===== src/rtl/csr_mem_arbiter.sv =====
// csr_mem_arbiter: 2:1 round-robin Wishbone classic arbiter in front of csr_mem
// (msip/mtime/mtimecmp). Primary 0 is the core load/store port, primary 1 the debug module.
// The grant is registered and is held while the granted primary keeps cyc high. The granted
// primary is forwarded to the slave combinationally.
// Optional watchdog: define CSR_ARB_TIMEOUT_EN to error out stalled transactions after
// TIMEOUT_CYCLES-1 stalled strobe cycles.
module csr_mem_arbiter #(
  parameter int DATA_SIZE      = 32,
  parameter int ADDR_SIZE      = 3,
  parameter int TIMEOUT_CYCLES = 16
) (
  input  logic                 clock,
  input  logic                 reset_n,
  input  logic                 p0_cyc,
  input  logic                 p0_stb,
  input  logic                 p0_we,
  input  logic [ADDR_SIZE-1:0] p0_addr,
  input  logic [DATA_SIZE-1:0] p0_dat,
  output logic                 p0_ack,
  output logic                 p0_err,
  input  logic                 p1_cyc,
  input  logic                 p1_stb,
  input  logic                 p1_we,
  input  logic [ADDR_SIZE-1:0] p1_addr,
  input  logic [DATA_SIZE-1:0] p1_dat,
  output logic                 p1_ack,
  output logic                 p1_err,
  output logic [DATA_SIZE-1:0] p_rd_dat,
  output logic                 s_cyc,
  output logic                 s_stb,
  output logic                 s_we,
  output logic [ADDR_SIZE-1:0] s_addr,
  output logic [DATA_SIZE-1:0] s_dat_o,
  input  logic                 s_ack,
  input  logic [DATA_SIZE-1:0] s_dat_i
);

  // state   | meaning
  // IDLE    | no grant, slave port quiet, s_ack ignored
  // GNT0    | primary 0 owns the slave until p0_cyc drops
  // GNT1    | primary 1 owns the slave until p1_cyc drops
  typedef enum logic [1:0] {ST_IDLE, ST_GNT0, ST_GNT1} state_t;

  if (TIMEOUT_CYCLES < 2) begin : g_bad_timeout
    $error("csr_mem_arbiter: TIMEOUT_CYCLES must be >= 2");
  end

  state_t state_q, state_d;
  logic   last_q, last_d;
  logic   gnt0, gnt1, gnt_any;
  logic   sel_cyc, sel_stb, sel_we;
  logic   stb_raw;
  logic   req0, req1;
  logic   tmo;

  assign gnt0    = (state_q == ST_GNT0);
  assign gnt1    = (state_q == ST_GNT1);
  assign gnt_any = gnt0 | gnt1;
  assign sel_cyc = gnt0 ? p0_cyc : p1_cyc;
  assign sel_stb = gnt0 ? p0_stb : p1_stb;
  assign sel_we  = gnt0 ? p0_we  : p1_we;
  assign stb_raw = gnt_any & sel_cyc & sel_stb;

`ifdef CSR_ARB_TIMEOUT_EN
  localparam int CW = (TIMEOUT_CYCLES > 2) ? $clog2(TIMEOUT_CYCLES) : 1;
  localparam logic [CW-1:0] WD_LOAD = CW'(TIMEOUT_CYCLES - 1);

  // wd_q counts down the stall cycles still allowed; zero means the limit is reached.
  logic [CW-1:0] wd_q, wd_d;
  // blk_q: a primary that timed out stays out of arbitration until it is seen idle in IDLE.
  logic [1:0]    blk_q, blk_d;

  assign tmo  = stb_raw & (wd_q == '0);
  assign req0 = p0_cyc & ~blk_q[0];
  assign req1 = p1_cyc & ~blk_q[1];

  // Watchdog reload/decrement and block-bit maintenance.
  always_comb begin
    wd_d  = wd_q;
    blk_d = blk_q;
    if ((state_d != state_q) || s_ack || !gnt_any) begin
      wd_d = WD_LOAD;
    end else if (s_stb && (wd_q != '0)) begin
      wd_d = wd_q - CW'(1);
    end
    if (tmo) begin
      blk_d[gnt1 ? 1 : 0] = 1'b1;
    end
    if (state_q == ST_IDLE) begin
      if (!p0_cyc) blk_d[0] = 1'b0;
      if (!p1_cyc) blk_d[1] = 1'b0;
    end
  end

  // Watchdog registers.
  always_ff @(posedge clock or negedge reset_n) begin
    if (!reset_n) begin
      wd_q  <= WD_LOAD;
      blk_q <= 2'b00;
    end else begin
      wd_q  <= wd_d;
      blk_q <= blk_d;
    end
  end
`else
  assign tmo  = 1'b0;
  assign req0 = p0_cyc;
  assign req1 = p1_cyc;
`endif

  // Grant next-state: round-robin from IDLE, direct handoff when the owner releases.
  always_comb begin
    state_d = state_q;
    last_d  = last_q;
    case (state_q)
      ST_IDLE: begin
        if (req0 && req1) begin
          if (last_q) begin
            state_d = ST_GNT0;
            last_d  = 1'b0;
          end else begin
            state_d = ST_GNT1;
            last_d  = 1'b1;
          end
        end else if (req0) begin
          state_d = ST_GNT0;
          last_d  = 1'b0;
        end else if (req1) begin
          state_d = ST_GNT1;
          last_d  = 1'b1;
        end
      end
      ST_GNT0: begin
        if (tmo) begin
          state_d = ST_IDLE;
        end else if (!p0_cyc) begin
          if (req1) begin
            state_d = ST_GNT1;
            last_d  = 1'b1;
          end else begin
            state_d = ST_IDLE;
          end
        end
      end
      ST_GNT1: begin
        if (tmo) begin
          state_d = ST_IDLE;
        end else if (!p1_cyc) begin
          if (req0) begin
            state_d = ST_GNT0;
            last_d  = 1'b0;
          end else begin
            state_d = ST_IDLE;
          end
        end
      end
      default: state_d = ST_IDLE;
    endcase
  end

  // Grant FSM registers; last=1 after reset so primary 0 wins the first tie.
  always_ff @(posedge clock or negedge reset_n) begin
    if (!reset_n) begin
      state_q <= ST_IDLE;
      last_q  <= 1'b1;
    end else begin
      state_q <= state_d;
      last_q  <= last_d;
    end
  end

  assign s_cyc    = gnt_any & sel_cyc & ~tmo;
  assign s_stb    = stb_raw & ~tmo;
  assign s_we     = gnt_any & sel_we;
  assign s_addr   = gnt0 ? p0_addr : (gnt1 ? p1_addr : '0);
  assign s_dat_o  = gnt0 ? p0_dat  : (gnt1 ? p1_dat  : '0);
  assign p0_ack   = s_ack & gnt0 & ~tmo;
  assign p1_ack   = s_ack & gnt1 & ~tmo;
  assign p0_err   = tmo & gnt0;
  assign p1_err   = tmo & gnt1;
  assign p_rd_dat = s_dat_i;

endmodule


===== config.mk =====
export PLATFORM = sky130hd
export DESIGN_NAME = csr_mem_arbiter
export DESIGN_NICKNAME = d
export VERILOG_FILES = /design/src/rtl/csr_mem_arbiter.sv
export SDC_FILE = /design/constraint.sdc
export NUM_CORES = 1
export LEC_CHECK = 0
export BUFFER_PORTS_ARGS = -buffer_cell sky130_fd_sc_hd__clkbuf_2
export CAP_MARGIN = 30
export CORE_AREA = 2 2 71 73
export DETAILED_ROUTE_END_ITERATION = 7
export DIE_AREA = 0 0 73 75
export GPL_TIMING_DRIVEN = 0
export HOLD_SLACK_MARGIN = 0.15
export PLACE_DENSITY = 0.7
export SLEW_MARGIN = 40
export SYNTH_ARGS = -nofsm -noshare
export SYNTH_HDL_FRONTEND = slang
export SYNTH_SLANG_ARGS = --single-unit

===== constraint.sdc =====
create_clock -name clock -period 1.96 [get_ports clock]
set_input_delay 0.098 -clock clock [delete_from_list [all_inputs] [get_ports clock]]
set_output_delay 0.098 -clock clock [all_outputs]
set_load 0.05 [all_outputs]

[After elaboration in Yosys (flattened, before gate mapping)]
Cells that the tools add are included.
Operators by class
  eq/ne operators: 6
  multiplexer cells: 24
  bitwise logic cells: 6
  reductions and logical operators: 5
Operators with widths (count)
  $mux 32: 2
  $mux 2: 7
  $mux 1: 11
  $mux 3: 2
  $ne 2x2->1 const B: 3
  $pmux 2 s3: 1
  $and 1x1->1: 5
  $ne 4x4->1 const B: 1
  $reduce_and 4->1: 1
  $pmux 1 s3: 1
  $reduce_and 3->1: 1
  $reduce_bool 3->1: 1
  $eq 2x1->1 const B: 1
  $eq 2x2->1 const B: 1
  $logic_not 2->1: 1
  $logic_and 1x1->1: 1
  $or 1x1->1: 1
Word-level totals
  register bits after elaboration: 3
  bits of input ports: 111
  word-level logic and storage cells: 43

[Longest topological paths before layout]
  word-level depth: 4
  mapped depth: 7

[Worst setup path after synthesis]
Ideal clock, no wire load.
  path kind: reg-to-output
  from: register state_q[1]
  to: output port s_stb
  arrival: 2.403 ns
  setup slack: -0.541 ns
  stages on the path, launching flop included: 7
  path buffers: 1
  cell sequence: dfrtp_1 -> inv_1 -> ha_1 -> buf_2 -> mux2i_1 -> nor2b_1 -> nor2b_1
On the way
  longest elaborated chain between the ends: 4
  elaborated cells on any way between the ends: 7
  those cells by class: 2 x eq/ne; 2 x mux; 3 x bitwise
RTL lines
  start: declaration: line 48  | state_t state_q, state_d;
  start signal: assignment: line 167  | state_q <= state_d;
  $eq 2x1->1 / $eq 2x2->1 (equally long branches): line 56, 57
  $or 1x1->1 / $mux 1 (equally long branches): line 58, 59
  $and 1x1->1 (*)
  net s_cyc: line 29  | output logic s_cyc,
  $and 1x1->1 (*): line 62  | assign stb_raw = gnt_any & sel_cyc & sel_stb;
  end: declaration: line 30  | output logic s_stb,
The timed path passes the listed nets; every way through them passes the cells marked *.

[Worst setup path after layout]
  from: register state_q[1]
  to: output port s_addr[2]
On the way
  longest elaborated chain between the ends: 3
  elaborated cells on any way between the ends: 4
  those cells by class: 2 x eq/ne; 2 x mux
RTL lines
  $eq 2x2->1: line 57  | assign gnt1 = (state_q == ST_GNT1);
  $mux 3: line 175  | assign s_addr = gnt0 ? p0_addr : (gnt1 ? p1_addr : '0);
  $mux 3 (*): line 175
  end: declaration: line 32  | output logic [ADDR_SIZE-1:0] s_addr,
Every way passes the cells marked *; elsewhere a longest branch is shown, timed or not.

==> qor.json <==
{
  "critical_path": {
    "timing.reg2reg.worst_path_depth": 6,
    "critical_path_depth": 7,
    "timing_worst_setup_path_type": "reg2out",
    "timing.critical_path.fanout_max": 10,
    "end_kind": "primary output",
    "reg2reg_launch_point": "state_q[0]$_DFFE_PN0P_",
    "cp_cell_sequence": "inv_1 > ha_1 > clkbuf_4 > buf_6 > nor2_2 > a22o_1 > clkbuf_4",
    "cp_data_required_time_ps": 1860,
    "crit_family": "buffers and inverters",
    "worst_ep_arrival_time_ps": 1840,
    "timing.critical_path.slowest_stage_cell": "dfrtp_1",
    "critPathCapture": "s_addr[2]",
    "reg2reg_to": "state_q[0]$_DFFE_PN0P_",
    "worst_path_most_repeated_cell": "clkbuf_4",
    "critPathLaunch": "state_q[1]$_DFFE_PN0P_",
    "timing.critical_path.slowest_cell_delay_ps": 390,
    "count_of_buffer_and_inverter_cells_on_the_critical_path": 4,
    "rrSetupSlack_ps": 240,
    "crit_path_start_kind": "flip-flop"
  },
  "final_layout": {
    "final_cell_mix": "clkbuf_2 (120), nand2_1 (61), buf_4 (48), o21ai_1 (30), clkbuf_4 (18)",
    "post-route-cell-area_um2": 2120,
    "mostFrequentLayoutCell": "clkbuf_2",
    "area_taken_by_multi_input_logic_gates_um2": 688,
    "post-route-util_pct": 45.4,
    "antennaDiodeCount": 0,
    "design.final.nets": 453,
    "area_growth_syn_to_layout_pct": 96.4,
    "final_cells": 390,
    "fillers": 495,
    "register_area_um2": 76.3,
    "drive_gt1_share_pct": 60.4
  },
  "floorplan": {
    "initial_cell_density_of_the_core_pct": 23.1,
    "dieWidth_um": 73,
    "coreArea_um2": 4660,
    "row_count": 25,
    "die-area_um2": 5480,
    "die_h_um": 75,
    "io_pins": 185
  },
  "timing": {
    "grt_setup_unrepaired": "true",
    "timing.final.ws_setup_ps": 23.0,
    "finalWorstPathRequiredPeriod_ps": 1940,
    "timing.fmax_mhz": 516,
    "layout_worst_path_cycle_share_pct": 98.8,
    "skew_ps": 0.104,
    "finalMaxSlewViolations": 0,
    "hold_violations": 0,
    "setup-violations-final": 0
  },
  "grt": {
    "overall_track_demand_over_capacity_in_global_routing_pct": 13.5,
    "first_pass_grt_wire_length_mm": 6.11,
    "grt_max_degree": 11,
    "first_global_vias": 1469,
    "remaining_global_route_overflow": 0,
    "number_of_antenna_violations_at_the_first_check_in_global_routing": 0
  },
  "yosys": {
    "mean_area_per_synthesized_cell_um2": 5.98,
    "synth-seq-cells": 3,
    "netlist_top_cells_area": "buf_4 (24%), nand2_1 (21%), o21ai_1 (14%), ha_1 (5.8%), a22o_1 (4.9%)",
    "syn-instance-count": 180,
    "ys.warnings.count": 0,
    "synth_top_area_share_pct": 23.7,
    "synth_seq_area_share_pct": 7.08,
    "netlist_area_um2": 1080,
    "synth_cell_type_count": 28,
    "cell_type_with_the_largest_total_area_after_synthesis": "buf_4"
  },
  "pwr": {
    "vdd.ir_drop.worst_mv": 0.933,
    "cellPowerDensity_nw_per_um2": 1560,
    "design_power_total_mw": 3.31,
    "total_leakage_power_nw": 1.22
  },
  "place": {
    "buffer_ports.inserted": 150,
    "gpl.final_weighted_congestion": 0.885,
    "place_ws_ps": 25.9,
    "post_dp_cell_area_um2": 1910,
    "placed_instances": 385,
    "hpwl_after_dpl_mm": 3.53
  },
  "worst_hold_path": {
    "hold_class": "in2async"
  },
  "drt": {
    "drt-pass1-iter-count": 4,
    "routed-via-count": 1669,
    "wire_per_inst_um": 11.0,
    "drt_first_iter_violations": 45,
    "vias_per_cell": 4.28,
    "antenna_left": 0,
    "drc_errors": 0,
    "post_route_wl_mm": 4.29
  },
  "clock_tree": {
    "cts_setup_buffers": 0,
    "clk_slew_on_worst_s_h_paths_ps": 30,
    "ctsRootBufferMaster": "clkbuf_8",
    "cts_made_buffers": 3,
    "max-clock-path-buffers": 2,
    "clock_tree_from_tritoncts": "built",
    "cts_max_level": 1,
    "skew_pair_late_insertion_delay_ps": 210,
    "number_of_clock_sinks": 3
  },
  "run": {
    "drv.max_cap_violation_count": 0
  },
  "run_status": {
    "outcome": "complete, no violations"
  }
}
cell usage after synthesis:
cell	count
nand2_1	61
buf_4	34
o21ai_1	30
a22o_1	6
buf_2	5
clkbuf_1	5
ha_1	5
mux2i_1	4
inv_1	3
nor2b_1	3
o21ai_0	3
a21oi_1	2
a31oi_1	2
and2_1	2
dfrtp_1	2
a221oi_1	1
and3b_1	1
buf_1	1
buf_6	1
clkinv_1	1
conb_1	1
dfstp_2	1
nand2b_1	1
nor2_1	1
nor3b_1	1
o31ai_1	1
o41ai_2	1
or2_1	1
registers in the layout (all words and copies together) (netlist names):
name	count
state_q	2
last_q	1
metal layers:
metal	global-route usage [%]	wire (um)	share of wire (%)
met1	14.7	1610	38
met2	27.4	2410	56
met3	1.61	264	6.2
met4	3.50	0	0
met5	0	0	0
cell type report:
class | count | area share, %
buffer | 46 | 15.9
tap | 54 | 3.19
multi-input combinational | 128 | 32.5
clock buffer | 4 | 2.13
inverter | 4 | 0.710
sequential | 3 | 3.61
timing repair buffer | 151 | 41.9
kinds of logic after synthesis:
family                     Yosys count  synth area share (%)
and+or+nand+nor                     71                  27.2
buffers and inverters               50                  30.5
AOI/OAI and AO/OA                   46                  25.3
adders and majority gates            5                  5.81
muxes                                4                  3.72
DFF                                  3                  7.09
other                                1                 0.348
where the power goes:
| part | leakage [nW] | internal [mW] | switching, mW |
|---|---|---|---|
| logic | 1.16 | 0.945 | 2.06 |
| registers | 0.0359 | 0.0999 | 0.0298 |
| clock network | 0.0228 | 0.138 | 0.0383 |
worst min-delay path by stage:
stage	start	end	slack, ps	cells after the start
6_report	reset_n	state_q[1]$_DFFE_PN0P_	220	2
3_3_place_gp	reset_n	state_q[1]$_DFFE_PN0P_	-110	1
5_1_grt	reset_n	state_q[1]$_DFFE_PN0P_	230	2
3_5_place_dp	reset_n	state_q[1]$_DFFE_PN0P_	-100	1
2_1_floorplan	reset_n	state_q[0]$_DFFE_PN0P_	-200	0
4_1_cts	reset_n	state_q[1]$_DFFE_PN0P_	210	2
per-stage QoR:
step,TNS [ps],hold WS (ps)
final,0,216
after global routing,-304,228
after CTS,0,206
after detailed placement,0,-104
after global placement,0,-105
after floorplan,0,-198
repair_timing:
action / in CTS / in global routing
hold buffers: 1 / 0
pin swaps: 0 / 0
endpoints found under the setup margin: 35 / 36
hold endpoints to repair: 3 / 0
gates resized for setup: 49 / 20
No activity file was read; power rests on OpenSTA's default activity.
